### src/rtl/shift_unit_iter.sv
// -----------------------------------------------------------------------------
// shift_unit_iter
//   Multi-cycle shift execution unit for the EX stage. It selects the shift
//   amount from a register operand or from the immediate field, then applies
//   SLL / SRL / SRA (and optionally ROTR). Each cycle it shifts by at most
//   STEP_BITS positions. A start/busy/done handshake drives the unit, and a
//   stall output feeds the hazard unit.
//
//   Optional feature macro: SHIFT_ROTATE_EN
//     defined   : op=11 rotates right (bits leaving the LSB re-enter at the MSB)
//     undefined : op=11 behaves exactly like SRL and no rotate logic is built
//
// Ports
//   clock     in   rising-edge clock
//   reset     in   synchronous, active-high reset
//   start     in   request a shift (sampled every cycle)
//   flush     in   abort an in-flight op / block a simultaneous start
//   op        in   00 SLL, 01 SRL, 10 SRA, 11 ROTR (or SRL)
//   shift_src in   0: shamt from src_a, 1: shamt from sign_imm field
//   src_a     in   register shift-amount source
//   sign_imm  in   sign-extended immediate
//   src_b     in   value to shift
//   busy      out  high while shifting
//   done      out  one-cycle completion pulse
//   result    out  registered result, held until the next completion
//   stall     out  accepted start or shifting (combinational)
// -----------------------------------------------------------------------------
module shift_unit_iter #(
  parameter int DATA_W    = 32,
  parameter int SHAMT_W   = 5,
  parameter int STEP_BITS = 8,
  parameter int IMM_LSB   = 6
) (
  input  logic              clock,
  input  logic              reset,
  input  logic              start,
  input  logic              flush,
  input  logic [1:0]        op,
  input  logic              shift_src,
  input  logic [DATA_W-1:0] src_a,
  input  logic [DATA_W-1:0] sign_imm,
  input  logic [DATA_W-1:0] src_b,
  output logic              busy,
  output logic              done,
  output logic [DATA_W-1:0] result,
  output logic              stall
);

  typedef enum logic [1:0] {
    IDLE  = 2'd0,
    SHIFT = 2'd1,
    DONE  = 2'd2
  } state_t;

  // Step size held one bit wider than the shift amount so STEP_BITS == DATA_W
  // is representable.
  localparam logic [SHAMT_W:0] STEP_MAX = (SHAMT_W+1)'(STEP_BITS);

  state_t              state;
  state_t              state_next;
  logic [DATA_W-1:0]   value_q;
  logic [1:0]          op_q;
  logic [SHAMT_W-1:0]  remaining_q;

  logic [SHAMT_W-1:0]  shamt_sel;
  logic                accept;
  logic [SHAMT_W:0]    step_k;
  logic [SHAMT_W-1:0]  remaining_next;
  logic [DATA_W-1:0]   value_shifted;

  // One iteration of the selected shift by k positions (k >= 1 in SHIFT).
  function automatic logic [DATA_W-1:0] shift_step(
    input logic [DATA_W-1:0] v,
    input logic [1:0]        o,
    input logic [SHAMT_W:0]  k
  );
    logic signed [DATA_W-1:0] sv;
`ifdef SHIFT_ROTATE_EN
    logic [SHAMT_W:0]         back;
`endif
    sv = v;
    case (o)
      2'b00:   shift_step = v << k;
      // Arithmetic shift of the running value keeps replicating the
      // original sign bit, since the MSB never changes under SRA.
      2'b10:   shift_step = sv >>> k;
`ifdef SHIFT_ROTATE_EN
      2'b11: begin
        back       = (SHAMT_W+1)'(DATA_W) - k;
        shift_step = (v >> k) | (v << back);
      end
`endif
      default: shift_step = v >> k;
    endcase
  endfunction

  assign shamt_sel = shift_src ? sign_imm[IMM_LSB +: SHAMT_W] : src_a[SHAMT_W-1:0];
  assign accept    = start && !flush && (state == IDLE || state == DONE);

  always_comb begin
    if ({1'b0, remaining_q} > STEP_MAX) step_k = STEP_MAX;
    else                                step_k = {1'b0, remaining_q};
  end

  assign remaining_next = remaining_q - step_k[SHAMT_W-1:0];
  assign value_shifted  = shift_step(value_q, op_q, step_k);

  always_comb begin
    state_next = state;
    case (state)
      IDLE, DONE: begin
        if (accept) state_next = (shamt_sel == '0) ? DONE : SHIFT;
        else        state_next = IDLE;
      end
      SHIFT: begin
        if (flush)                     state_next = IDLE;
        else if (remaining_next == '0) state_next = DONE;
        else                           state_next = SHIFT;
      end
      default: state_next = IDLE;
    endcase
  end

  always_ff @(posedge clock) begin
    if (reset) begin
      state       <= IDLE;
      value_q     <= '0;
      op_q        <= '0;
      remaining_q <= '0;
      result      <= '0;
    end else begin
      state <= state_next;
      if (accept) begin
        value_q     <= src_b;
        op_q        <= op;
        remaining_q <= shamt_sel;
        if (shamt_sel == '0) result <= src_b;
      end else if (state == SHIFT && !flush) begin
        value_q     <= value_shifted;
        remaining_q <= remaining_next;
        if (remaining_next == '0) result <= value_shifted;
      end
    end
  end

  assign busy  = (state == SHIFT);
  assign done  = (state == DONE);
  assign stall = accept || (state == SHIFT);

endmodule

### config.mk
export PLATFORM = sky130hd
export DESIGN_NAME = shift_unit_iter
export DESIGN_NICKNAME = d
export VERILOG_FILES = /design/src/rtl/shift_unit_iter.sv
export SDC_FILE = /design/constraint.sdc
export NUM_CORES = 1
export LEC_CHECK = 0
export ABC_AREA = 1
export CAP_MARGIN = 20
export CORE_UTILIZATION = 45
export DETAILED_ROUTE_END_ITERATION = 10
export GPL_TIMING_DRIVEN = 0
export HOLD_SLACK_MARGIN = 0.06
export PLACE_DENSITY = 0.71
export REMOVE_ABC_BUFFERS = 1
export SYNTH_ARGS = -nofsm -noshare
export SYNTH_HDL_FRONTEND = slang
export SYNTH_SLANG_ARGS = --single-unit
### constraint.sdc
create_clock -name clock -period 2.97 [get_ports clock]
set_clock_uncertainty 0.15 [all_clocks]
set_input_delay 0.594 -clock clock [delete_from_list [all_inputs] [get_ports clock]]
set_output_delay 0.594 -clock clock [all_outputs]
set_load 0.1 [all_outputs]
== Word-level counts from Yosys, hierarchy flattened ==
Cells that the tools add are included.
Widths: inputs -> output; s select.

* $lt $le $gt $ge: 1
* Reduce and logical (&&, ||, !) cells: 14
* $add $sub $neg: 1
* Shifts and indexed selects: 3
* Muxes and demuxes: 16
* Eq/ne operators: 4

{| class="wikitable"
|+ Operators by type and width
! kind !! count
|-
| $mux 32 || 6
|-
| $pmux 32 s2 || 1
|-
| $shl 32x6->32 || 1
|-
| $shr 32x6->32 || 1
|-
| $sshr 32x6->32 || 1
|-
| $mux 5 || 4
|-
| $logic_not 5->1 || 2
|-
| $mux 2 || 4
|-
| $gt 5x4->1 const B || 1
|-
| $sub 5x5->5 || 1
|-
| $eq 2x2->1 const B || 2
|-
| $logic_not 2->1 || 2
|-
| $pmux 2 s2 || 1
|-
| $reduce_bool 2->1 || 2
|-
| $logic_and 1x1->1 || 3
|-
| $reduce_and 3->1 || 1
|-
| $eq 2x1->1 const B || 1
|-
| $logic_or 1x1->1 || 2
|-
| $ne 2x1->1 const B || 1
|-
| $reduce_or 2->1 || 1
|-
| $logic_not 1->1 || 1
|}

* Register bits: 73
* Output and inout bits: 35
* Logic and storage cells: 44

== Logic depth before layout (Yosys ltp) ==
* Depth after elaboration: 7
* Gate-level depth with buffers: 17
* Depth with buffers taken out: 16

== Worst setup path before layout ==
Ideal clock, no wire load.

* Path kind: in2out
* From: in flush
* To: out stall
* Setup slack: 11 ps
* Stages: 5
* Data required time: 2,226 ps
* Arrival: 2,215 ps
* Cell sequence: nor3_2 -> clkinv_1 -> clkbuf_1 -> clkbuf_1 -> nand2_1

* Word-level cells in the longest chain between the ends: 4

{| class="wikitable"
|+ RTL lines
! element !! RTL line !! source
|-
| from (decl) || 37 || <nowiki>input logic flush,</nowiki>
|-
| $logic_not 1->1 || 98 || <nowiki>assign accept = start && !flush && (state == IDLE || state == DONE);</nowiki>
|-
| $logic_and 1x1->1 (2 in a row) || 98 ||
|-
| $logic_or 1x1->1 || 148 || <nowiki>assign stall = accept || (state == SHIFT);</nowiki>
|-
| to (decl) || 46 || <nowiki>output logic stall</nowiki>
|}

No other way between the ends.

== Worst setup path in the final report ==
* From: in start
* To: out stall

* Word-level cells in the longest chain between the ends: 3

{| class="wikitable"
|+ RTL lines
! element !! RTL line !! source
|-
| from (decl) || 36 || <nowiki>input logic start,</nowiki>
|-
| $logic_and 1x1->1 (2 in a row) || 98 ||
|-
| $logic_or 1x1->1 || 148 ||
|}

No other way between the ends.

==> impl_metrics.toml <==
[worst_setup_path]
worstPathRequired_ns = 2.23
arrival_ns = 2.11
start_kind = "input pin"
end_kind = "output pin"
crit_fanout = 53
path_class = "in -> out"

[die]
core_area_um2 = 13500
io_pins = 138
die_y_um = 120
die_w_um = 120
fp.dieArea_um2 = 14500
start_util = 0.468
placementRows = 42

[power]
powerDensity_nw_per_um2 = 465
peakVddDrop_mv = 0.482
power.leakage_nw = 3.66

[final_layout]
area_growth_syn_to_layout_pct = 25.9
seqCellArea_um2 = 1470
nets = 1257
diodes = 0
drive_above_1_share = 0.0743
fillerInstances = 1345
multi_input_area_um2 = 4270

[drt]
via_count = 7903
drtIter0Drc = 1139
firstDrtPassIters = 8
wl_um = 23500
routedWlPerCell_um = 17.6
post-route-drc-count = 0
postRouteAntennaNets = 0
via_per_inst = 5.92

[synthesis]
ys_top_cells_by_count = "nand3_1, nand2_1, inv_1"
syn_area_um2 = 6290
syn_inst = 1106
synth_ff_type = "dfxtp_1"
yosysTopAreaCellShare = 0.245
synth_edf_count = 0
ys_types = 41
synth_top_cell_by_area = "nand3_1"
synth_most_common_cell = "nand3_1"
yosysWarnings = 0
ys_seq_area_frac = 0.232
netlist_top_cells_area = "nand3_1, dfxtp_1, nand2_1"
ys_ff_latch = 73
synthArstFlopShare = 0
syn_area_per_cell_um2 = 5.69

[timing]
tns_ns = 0
hold_viol = 0
period_needed_ns = 2.85
layout_setup_ws_ns = 0.117
tightestPinTransition_ns = 1.01
fmax_mhz = 350
relSlewSlack = 0.327
slew_violations = 0
setup_viol = 0
period_share = 0.961
hold_ws_ns = 0.369

[global_route]
grt_pass1_wl_um = 36800
grt_max_degree = 71
grt_overflow = 0
grt_usage = 0.326
grt_pass1_vias = 7086
antenna_found_initial = 0

[cts]
cts-htree-levels = 3
cts.sink_count = 73
cts_buffers = 9
cts_root_buf = "clkbuf_16"
cts_max_path_buffers = 2
clk_latency_ns = 0.35
clk_pin_slew_worst_paths_ns = 0.06
postCtsHoldBufs = 0
cts_tree = "done"

[job]
cap_violations = 0

[placement]
pre_cts_slack_ns = -1.73
place_hpwl_um = 15000
port_buffers = 83
place_congestion = 0.940

[status]
outcome = "complete, no violations"

[worst_hold_path]
hp-class = "reg -> reg"
power by group:
part           leakage (nW)  switching [mW]  total [mW]  internal [mW]
clock network         0.144           0.471        1.13          0.658
logic                  2.92           0.985        1.46          0.476
registers             0.599          0.0514        1.09           1.04
path summary, 6_finish.rpt:
| path | start | end | slack (ns) | cells after the start |
|---|---|---|---|---|
| worst max register to register | remaining_q[3] | result[22] | 0.12 | 13 |
| worst max-delay path | start | stall | 0.12 | 6 |
| worst min register to register | op_q[1] | op_q[1] | 0.37 | 2 |
| worst min-delay path | op_q[1] | op_q[1] | 0.37 | 2 |
through the flow:
stage / power, mW / cell area, um2 / instances / utilization
floorplan: 2.02 / 5980 / 1031 / -
global placement: 2.41 / 7030 / 1290 / 0.522
detailed placement: 2.46 / 7260 / 1299 / 0.540
CTS: 3.65 / 7860 / 1331 / 0.584
global route: 3.87 / 7920 / 1334 / 0.589
finish: 3.68 / 7920 / 1334 / 0.589
cells in the final DEF (no fill, tap or decap), types with 3 or more instances in the layout:
| master | instances |
|---|---|
| nand3b_1 | 29 |
| buf_4 | 11 |
| inv_1 | 96 |
| nor2_2 | 5 |
| dfxtp_2 | 3 |
| nand3_1 | 308 |
| clkinv_1 | 3 |
| a21oi_1 | 73 |
| buf_16 | 8 |
| clkbuf_16 | 9 |
| dfxtp_1 | 68 |
| a31oi_1 | 4 |
| nor2_4 | 3 |
| clkdlybuf4s50_1 | 82 |
| nand2_4 | 3 |
| nand4_1 | 11 |
| o211ai_1 | 13 |
| nand2_8 | 4 |
| nor2_1 | 31 |
| or2_2 | 11 |
| o21ai_1 | 11 |
| o22ai_1 | 3 |
| buf_12 | 4 |
| o21ai_0 | 53 |
| clkinvlp_4 | 3 |
| nand2_1 | 272 |
flip-flops by register name, summed over array words and instances, names as in the netlist:
name         cells
value_q         32
state            2
remaining_q      5
result          32
op_q             2
cell type report:
cell class                      count  share of cell area
Clock buffer                        9              0.0284
Sequential cell                    73               0.186
Tap cell                          176              0.0278
Timing Repair inverter              1            0.000790
Timing Repair Buffer              106               0.153
Multi-Input combinational cell    857               0.539
Clock inverter                      7             0.00995
Inverter                          105              0.0548
timing repair:
action / in CTS / in global routing
pin swaps: 7 / 2
gates cloned: 5 / 0
setup buffers: 11 / 2
resized for setup: 33 / 6
endpoints found under the setup margin: 71 / 46
critical path, stage by stage:
cell and delay (ns):
clkdlybuf4s50_1 0.45, inv_1 0.05, nor3_4 0.32, clkinv_8 0.27, nand2_1 0.12, buf_4 0.29
cell families (layout without fill, tap and decap cells):
kind of cell               after synthesis  after routing  share of synthesized area
adders and majority gates                1              1                    0.00199
and+or+nand+nor                        682            686                      0.505
xor gates and xnor gates                 1              1                    0.00139
AOI/OAI and AO/OA                      166            166                      0.143
muxes                                    2              2                    0.00318
buffers and inverters                  180            228                      0.113
other                                    1              1                   0.000596
DFF                                     73             73                      0.232
layer usage:
layer,track usage,part of all wire
met1,0.451,0.43
met2,0.494,0.44
met3,0.0745,0.10
met4,0.117,0.028
met5,0,0
Power figures use the tool's default switching activity.
